$ cat config.mk
export PLATFORM = sky130hd
export DESIGN_NAME = maze_solver_ctrl
export DESIGN_NICKNAME = d
export VERILOG_FILES = /design/src/rtl/maze_solver_ctrl_pkg.sv /design/src/rtl/maze_solver_ctrl_stack.sv /design/src/rtl/maze_solver_ctrl.sv
export SDC_FILE = /design/constraint.sdc
export NUM_CORES = 1
export LEC_CHECK = 0
export CAP_MARGIN = 5
export CELL_PAD_IN_SITES_DETAIL_PLACEMENT = 2
export CELL_PAD_IN_SITES_GLOBAL_PLACEMENT = 2
export CORE_ASPECT_RATIO = 0.6
export CORE_MARGIN = 2
export CORE_UTILIZATION = 42
export CTS_BUF_LIST = sky130_fd_sc_hd__clkbuf_8 sky130_fd_sc_hd__clkbuf_16
export DETAILED_ROUTE_END_ITERATION = 8
export PLACE_DENSITY_LB_ADDON = 0.15
export SYNTH_ARGS = -nofsm -noshare
export SYNTH_HDL_FRONTEND = slang
export SYNTH_SLANG_ARGS = --single-unit
$ cat constraint.sdc
create_clock -name clk -period 7.6 [get_ports clk]
set_input_delay 2.28 -clock clk [delete_from_list [all_inputs] [get_ports clk]]
set_output_delay 2.28 -clock clk [all_outputs]
set_load 0.01 [all_outputs]
$ cat src/rtl/maze_solver_ctrl_pkg.sv
// maze_solver_ctrl_pkg
//   Shared definitions for the maze solver controller: direction codes,
//   FSM state encoding, grid constants and the neighbour-step helpers.
//   A cell address is {y[3:0], x[3:0]}.
package maze_solver_ctrl_pkg;

  localparam int         GRID_SIZE  = 16;
  localparam logic [3:0] GRID_MAX   = 4'(GRID_SIZE - 1);
  localparam logic [7:0] START_CELL = 8'h00;

  // Direction codes, tried in this numeric order at every cell.
  localparam logic [1:0] DIR_XP = 2'd0;
  localparam logic [1:0] DIR_YP = 2'd1;
  localparam logic [1:0] DIR_XN = 2'd2;
  localparam logic [1:0] DIR_YN = 2'd3;

  typedef enum logic [2:0] {
    ST_IDLE,
    ST_MARK,
    ST_TRY,
    ST_WAIT,
    ST_NEXT,
    ST_BACK,
    ST_DONE,
    ST_FAIL
  } state_t;

  // Neighbour cell plus an in-grid flag (no wrap-around at the edges).
  typedef struct packed {
    logic       ok;
    logic [3:0] y;
    logic [3:0] x;
  } step_t;

  function automatic step_t step_cell(input logic [3:0] y, input logic [3:0] x,
                                      input logic [1:0] dir);
    step_t r;
    r.ok = 1'b1;
    r.y  = y;
    r.x  = x;
    case (dir)
      DIR_XP: begin r.ok = (x != GRID_MAX); r.x = x + 4'd1; end
      DIR_YP: begin r.ok = (y != GRID_MAX); r.y = y + 4'd1; end
      DIR_XN: begin r.ok = (x != 4'd0);     r.x = x - 4'd1; end
      default: begin r.ok = (y != 4'd0);    r.y = y - 4'd1; end
    endcase
    return r;
  endfunction

  // Undo a forward move taken in direction dir. Only used when popping a
  // move that was actually taken, so the result is always in the grid.
  function automatic logic [7:0] unstep_cell(input logic [3:0] y, input logic [3:0] x,
                                             input logic [1:0] dir);
    logic [3:0] ny;
    logic [3:0] nx;
    ny = y;
    nx = x;
    case (dir)
      DIR_XP:  nx = x - 4'd1;
      DIR_YP:  ny = y - 4'd1;
      DIR_XN:  nx = x + 4'd1;
      default: ny = y + 4'd1;
    endcase
    return {ny, nx};
  endfunction

endpackage

$ cat src/rtl/maze_solver_ctrl_stack.sv
// dir_stack
//   Synchronous LIFO of 2-bit directions, one entry per forward move.
//   Ports:
//     clk, rst  clock, asynchronous active-high reset (clears sp only)
//     clr       synchronous clear of the stack pointer (new solve)
//     push, din push din on the clock edge
//     pop       drop the top entry on the clock edge
//     dout      current top entry (combinational, valid while sp != 0)
//     sp        number of entries held
module dir_stack #(
  parameter int DEPTH = 256,
  parameter int SPW   = 9
) (
  input  logic           clk,
  input  logic           rst,
  input  logic           clr,
  input  logic           push,
  input  logic           pop,
  input  logic [1:0]     din,
  output logic [1:0]     dout,
  output logic [SPW-1:0] sp
);

  localparam int AW = $clog2(DEPTH);

  logic [1:0]     mem [DEPTH];
  logic [SPW-1:0] top_idx;

  assign top_idx = sp - SPW'(1);
  assign dout    = mem[top_idx[AW-1:0]];

  always_ff @(posedge clk or posedge rst) begin
    if (rst) begin
      sp <= '0;
    end else if (clr) begin
      sp <= '0;
    end else if (push) begin
      sp <= sp + SPW'(1);
    end else if (pop) begin
      sp <= sp - SPW'(1);
    end
  end

  // Storage has no reset: stale entries above sp are never read.
  always_ff @(posedge clk) begin
    if (push && !clr) begin
      mem[sp[AW-1:0]] <= din;
    end
  end

endmodule

$ cat src/rtl/maze_solver_ctrl.sv
// maze_solver_ctrl
//   Depth-first rat-in-maze solver over a 16x16 bit map (1 = wall/visited,
//   0 = free). Starts at (0,0), marks every visited cell by writing 1, and
//   backtracks through a direction stack until the goal is reached or the
//   search is exhausted. Sole master of the maze memory.
//   Ports:
//     clk, rst   clock, asynchronous active-high reset
//     start      one-cycle pulse, honoured in IDLE, DONE and FAIL only
//     mem_loc    cell address {y,x}; mem_rd / mem_wr / mem_din strobes
//     mem_dout   read data, valid the cycle after mem_rd
//     done, fail result levels held until the next start or reset
//     path_len   moves on the found path (0 unless done)
//   Memory handshake: a mem_rd pulse for address A is answered by map[A]
//   on mem_dout in the following cycle with no back-pressure; a mem_wr
//   pulse commits mem_din at the clock edge ending that cycle. The two
//   strobes are never high together and each is one cycle wide.
//   The current FSM state is visible as state_q for observation.
module maze_solver_ctrl
  import maze_solver_ctrl_pkg::*;
#(
  parameter int STACK_DEPTH = 256,
  parameter int GOAL_X      = 15,
  parameter int GOAL_Y      = 15
) (
  input  logic       clk,
  input  logic       rst,
  input  logic       start,
  output logic [7:0] mem_loc,
  output logic       mem_rd,
  output logic       mem_wr,
  output logic       mem_din,
  input  logic       mem_dout,
  output logic       done,
  output logic       fail,
  output logic [8:0] path_len
);

  localparam logic [7:0] GOAL_CELL = {4'(GOAL_Y), 4'(GOAL_X)};

  state_t     state_q, state_d;
  logic [3:0] cur_y_q, cur_y_d;
  logic [3:0] cur_x_q, cur_x_d;
  logic [1:0] dir_q, dir_d;

  logic       stk_clr, stk_push, stk_pop;
  logic [1:0] stk_dout;
  logic [8:0] sp;

  step_t      nbr;
  logic [7:0] back_cell;

  dir_stack #(
    .DEPTH (STACK_DEPTH),
    .SPW   (9)
  ) u_stack (
    .clk  (clk),
    .rst  (rst),
    .clr  (stk_clr),
    .push (stk_push),
    .pop  (stk_pop),
    .din  (dir_q),
    .dout (stk_dout),
    .sp   (sp)
  );

  always_ff @(posedge clk or posedge rst) begin
    if (rst) begin
      state_q <= ST_IDLE;
      cur_y_q <= '0;
      cur_x_q <= '0;
      dir_q   <= DIR_XP;
    end else begin
      state_q <= state_d;
      cur_y_q <= cur_y_d;
      cur_x_q <= cur_x_d;
      dir_q   <= dir_d;
    end
  end

  // cur and dir stay put through TRY/WAIT, so the neighbour computed here
  // is the same one that was read in TRY when WAIT consumes the data.
  assign nbr       = step_cell(cur_y_q, cur_x_q, dir_q);
  assign back_cell = unstep_cell(cur_y_q, cur_x_q, stk_dout);

  always_comb begin
    state_d  = state_q;
    cur_y_d  = cur_y_q;
    cur_x_d  = cur_x_q;
    dir_d    = dir_q;
    stk_clr  = 1'b0;
    stk_push = 1'b0;
    stk_pop  = 1'b0;
    mem_loc  = '0;
    mem_rd   = 1'b0;
    mem_wr   = 1'b0;
    mem_din  = 1'b0;

    case (state_q)
      ST_IDLE, ST_DONE, ST_FAIL: begin
        if (start) begin
          state_d = ST_MARK;
          cur_y_d = START_CELL[7:4];
          cur_x_d = START_CELL[3:0];
          dir_d   = DIR_XP;
          stk_clr = 1'b1;
        end
      end

      ST_MARK: begin
        mem_wr  = 1'b1;
        mem_din = 1'b1;
        mem_loc = {cur_y_q, cur_x_q};
        if ({cur_y_q, cur_x_q} == GOAL_CELL) begin
          state_d = ST_DONE;
        end else begin
          state_d = ST_TRY;
        end
      end

      ST_TRY: begin
        if (nbr.ok) begin
          mem_rd  = 1'b1;
          mem_loc = {nbr.y, nbr.x};
          state_d = ST_WAIT;
        end else begin
          state_d = ST_NEXT;
        end
      end

      ST_WAIT: begin
        if (!mem_dout) begin
          stk_push = 1'b1;
          cur_y_d  = nbr.y;
          cur_x_d  = nbr.x;
          dir_d    = DIR_XP;
          state_d  = ST_MARK;
        end else begin
          state_d = ST_NEXT;
        end
      end

      ST_NEXT: begin
        if (dir_q == DIR_YN) begin
          state_d = ST_BACK;
        end else begin
          dir_d   = dir_q + 2'd1;
          state_d = ST_TRY;
        end
      end

      ST_BACK: begin
        if (sp == '0) begin
          state_d = ST_FAIL;
        end else begin
          // Resume at the parent with the direction that led here, so NEXT
          // moves on to the following untried direction.
          stk_pop = 1'b1;
          cur_y_d = back_cell[7:4];
          cur_x_d = back_cell[3:0];
          dir_d   = stk_dout;
          state_d = ST_NEXT;
        end
      end

      default: state_d = ST_IDLE;
    endcase
  end

  assign done     = (state_q == ST_DONE);
  assign fail     = (state_q == ST_FAIL);
  assign path_len = done ? sp : 9'd0;

endmodule

==> metrics <==
status=finished clean; CP max FO=75; NumNets Final=around 1700; Worst-path clk slew=0.07 ns; crit path capture=mem_loc[1]; Worst EP arrival=between 3 and 4 ns; Seq/Total Area, Yosys=0.676; maximum VDD drop=between 0.2 and 0.3 mV; CTS max path bufs=3; GRT overflow=0; die height=187 um; r2r startpoint=u_stack.sp[1]$_DFFE_PP0P_; 1st-pass router iterations=5; core box area=55600 um^2; prevailing post-synth register cell=edfxtp_1; Synth Area per Inst=14.4 um^2; Design Area, Final=26300 um^2; setup TNS=0 ns; TritonCTS clock tree=yes; CP Capture Type=primary output; RSZ-0062 raised after global routing=no; final design utilization=0.472; ys async rst share=0.0412; total clock sinks=534; Die W=310 um; CP Launch Point=dir_q[0]$_DFFE_PP0P_; Mapped Cells=between 1500 and 2000; vias per cell=6.09; Cell variety after synth=74; Clk Latency, worst-skew pair=0.60 ns; Reg2Reg Depth=14; Max transition margin=0.164; Period minus WS final=6.27 ns; worst-margin pin slew=1.25 ns; post-route insts no fill=2448; post_cts resized=0; share of cells above drive strength 1=0.147; CTS H-Tree Depth=2; r2r setup slk=1.62 ns; vias in the first global route=16000; hold-fix buffers at CTS=0; Syn Nets=approximately 1700; routed len/inst=~32 um; CTS Buf Count=52; most instantiated library cell after synthesis=edfxtp_1; Hold WC Path Type=register to register; clock root cell=clkbuf_16; initial antenna violation count=1; r2r endpoint=cur_y_q[2]$_DFFE_PP0P_; Peak Freq=0.160 GHz; all-layer global routing usage=0.276; PwrDens=about 430 nW/um^2; postcts setup bufs=0; Port Buffers=25; CP Class=register to primary output; area grow syn2layout=11.5%; final antenna-violating net count=0; list of most frequent post-synthesis cells=512 x edfxtp_1, 334 x nor2_1, 144 x nand2_1; GP Congestion=0.840; IO Pins=26; Ys Warns=0; Slew Limit Fails=0; die footprint=roughly 58000 um^2; post-synth top area share=0.653; dpl cells=2350; # fillers=5262; Final Setup Violations=0; Final Skew=0.0180 ns; CP Data Required Time=5.32 ns; starting density of the core=0.424; #FFs+latches synth=between 500 and 600; Final Hold Viols=0; Post-synth EDFFs=~500; P_leak=8.26 nW; Via Count=14900; Syn Std Cell Area=23500 um^2; largest net degree at the start of global routing=121; final WL=slightly below 80000 um; DRC viols=0; final worst path period share=0.825; area leader, netlist=edfxtp_1; placed cell area=24600 um^2; critical path startpoint category=register; Synth area leaders=edfxtp_1 65%, mux4_2 10%, nor2_1 5.3%, dfrtp_1 2.3%, nand2_1 2.3%; row cnt=67; Max Cap Violations=0; first-pass GRT wire length=115000 um; dpl hpwl=51800 um; ant diodes=0; drt initial violations=roughly 1600
## logic make-up (layout without fill, tap and decap cells)
| group | after synthesis | after routing | synth area share |
|---|---|---|---|
| xor gates and xnor gates | 11 | 11 | 0.00409 |
| DFF | 534 | 534 | 0.676 |
| muxes | 145 | 145 | 0.119 |
| and+or+nand+nor | 623 | 623 | 0.111 |
| AOI/OAI and AO/OA | 181 | 181 | 0.0545 |
| buffers and inverters | 132 | 182 | 0.0272 |
| adders and majority gates | 13 | 13 | 0.00691 |
## metrics by stage
step           hold WS (ns)  power, mW  setup slack [ns]
2_1_floorplan         0.527       6.85             0.109
5_1_grt               0.690       11.8              1.05
3_5_place_dp          0.677       8.70              1.91
4_1_cts               0.690       11.4              1.27
3_3_place_gp          0.653       8.61              2.04
6_report              0.679       11.4              1.33
## registers in the layout (all words and copies together), names as in the netlist
name,cells
u_stack.mem,512
u_stack.sp,9
dir_q,2
state_q,3
cur_x_q,4
cur_y_q,4
## cell type report
type                            count  area [um^2]  area share
Clock inverter                     43          360      0.0137
Inverter                           19         71.3     0.00272
Clock buffer                       54         1340      0.0510
Sequential cell                   534        15900       0.607
Multi-Input combinational cell    973         7020       0.267
Tap cell                          759          950      0.0362
Timing Repair Buffer               66          581      0.0221
## layer usage
| metal | vias to the layer above | share of wire | track usage |
|---|---|---|---|
| met3 | 120 | 0.082 | 0.0759 |
| li1 | 6267 | - | - |
| met5 | - | 0.00017 | 0 |
| met1 | 7974 | 0.46 | 0.412 |
| met4 | 2 | 0.024 | 0.0680 |
| met2 | 547 | 0.44 | 0.401 |
## layout by cell type (no fill, tap or decap), drive strengths merged, types with 6 or more instances in the layout
| master | synthesis | final |
|---|---|---|
| mux4 | 108 | 108 |
| and2 | 14 | 14 |
| inv | 18 | 33 |
| or3 | 10 | 10 |
| nand2b | 6 | 6 |
| o2111ai | 6 | 6 |
| o22ai | 17 | 17 |
| nor2 | 334 | 334 |
| a221oi | 6 | 6 |
| a32oi | 14 | 14 |
| nand2 | 146 | 146 |
| nor3 | 19 | 19 |
| o21ai | 33 | 33 |
| clkbuf | 68 | 55 |
| nor2b | 7 | 7 |
| clkinv | 1 | 21 |
| edfxtp | 512 | 512 |
| bufinv | 0 | 6 |
| a21oi | 25 | 25 |
| dfrtp | 22 | 22 |
| o31ai | 7 | 7 |
| and3 | 7 | 7 |
| buf | 45 | 40 |
| clkdlybuf4s50 | 0 | 25 |
| a31oi | 14 | 14 |
| ha | 13 | 13 |
| nand3 | 60 | 60 |
| xnor2 | 8 | 8 |
| mux2i | 32 | 32 |
## worst min path at each step
stage / start / to / cells past startpoint
2_1_floorplan: u_stack.sp[7]$_DFFE_PP0P_ / u_stack.sp[7]$_DFFE_PP0P_ / 2
3_3_place_gp: u_stack.sp[8]$_DFFE_PP0P_ / u_stack.sp[8]$_DFFE_PP0P_ / 2
3_5_place_dp: u_stack.sp[8]$_DFFE_PP0P_ / u_stack.sp[8]$_DFFE_PP0P_ / 2
4_1_cts: u_stack.sp[8]$_DFFE_PP0P_ / u_stack.sp[8]$_DFFE_PP0P_ / 2
5_1_grt: u_stack.sp[8]$_DFFE_PP0P_ / u_stack.sp[8]$_DFFE_PP0P_ / 2
6_report: u_stack.sp[8]$_DFFE_PP0P_ / u_stack.sp[8]$_DFFE_PP0P_ / 2
## worst max-delay path, stage by stage, from the launching register on
cell,delay [ns]
dfrtp_4,0.93
ha_1,0.63
or4bb_1,0.46
o31ai_1,0.10
or3_1,0.31
nor2_1,0.09
o21ai_0,0.15
o21ai_0,0.17
clkdlybuf4s50_1,0.54
## report_power, final
part	total (mW)	switching, mW	leakage, nW	internal (mW)
registers	3.83	0.245	5.01	3.58
logic	4.91	3.28	2.37	1.63
clock network	2.64	1.16	0.876	1.48
total	11.4	4.68	8.26	6.69
(Power assumes the default switching activity.)
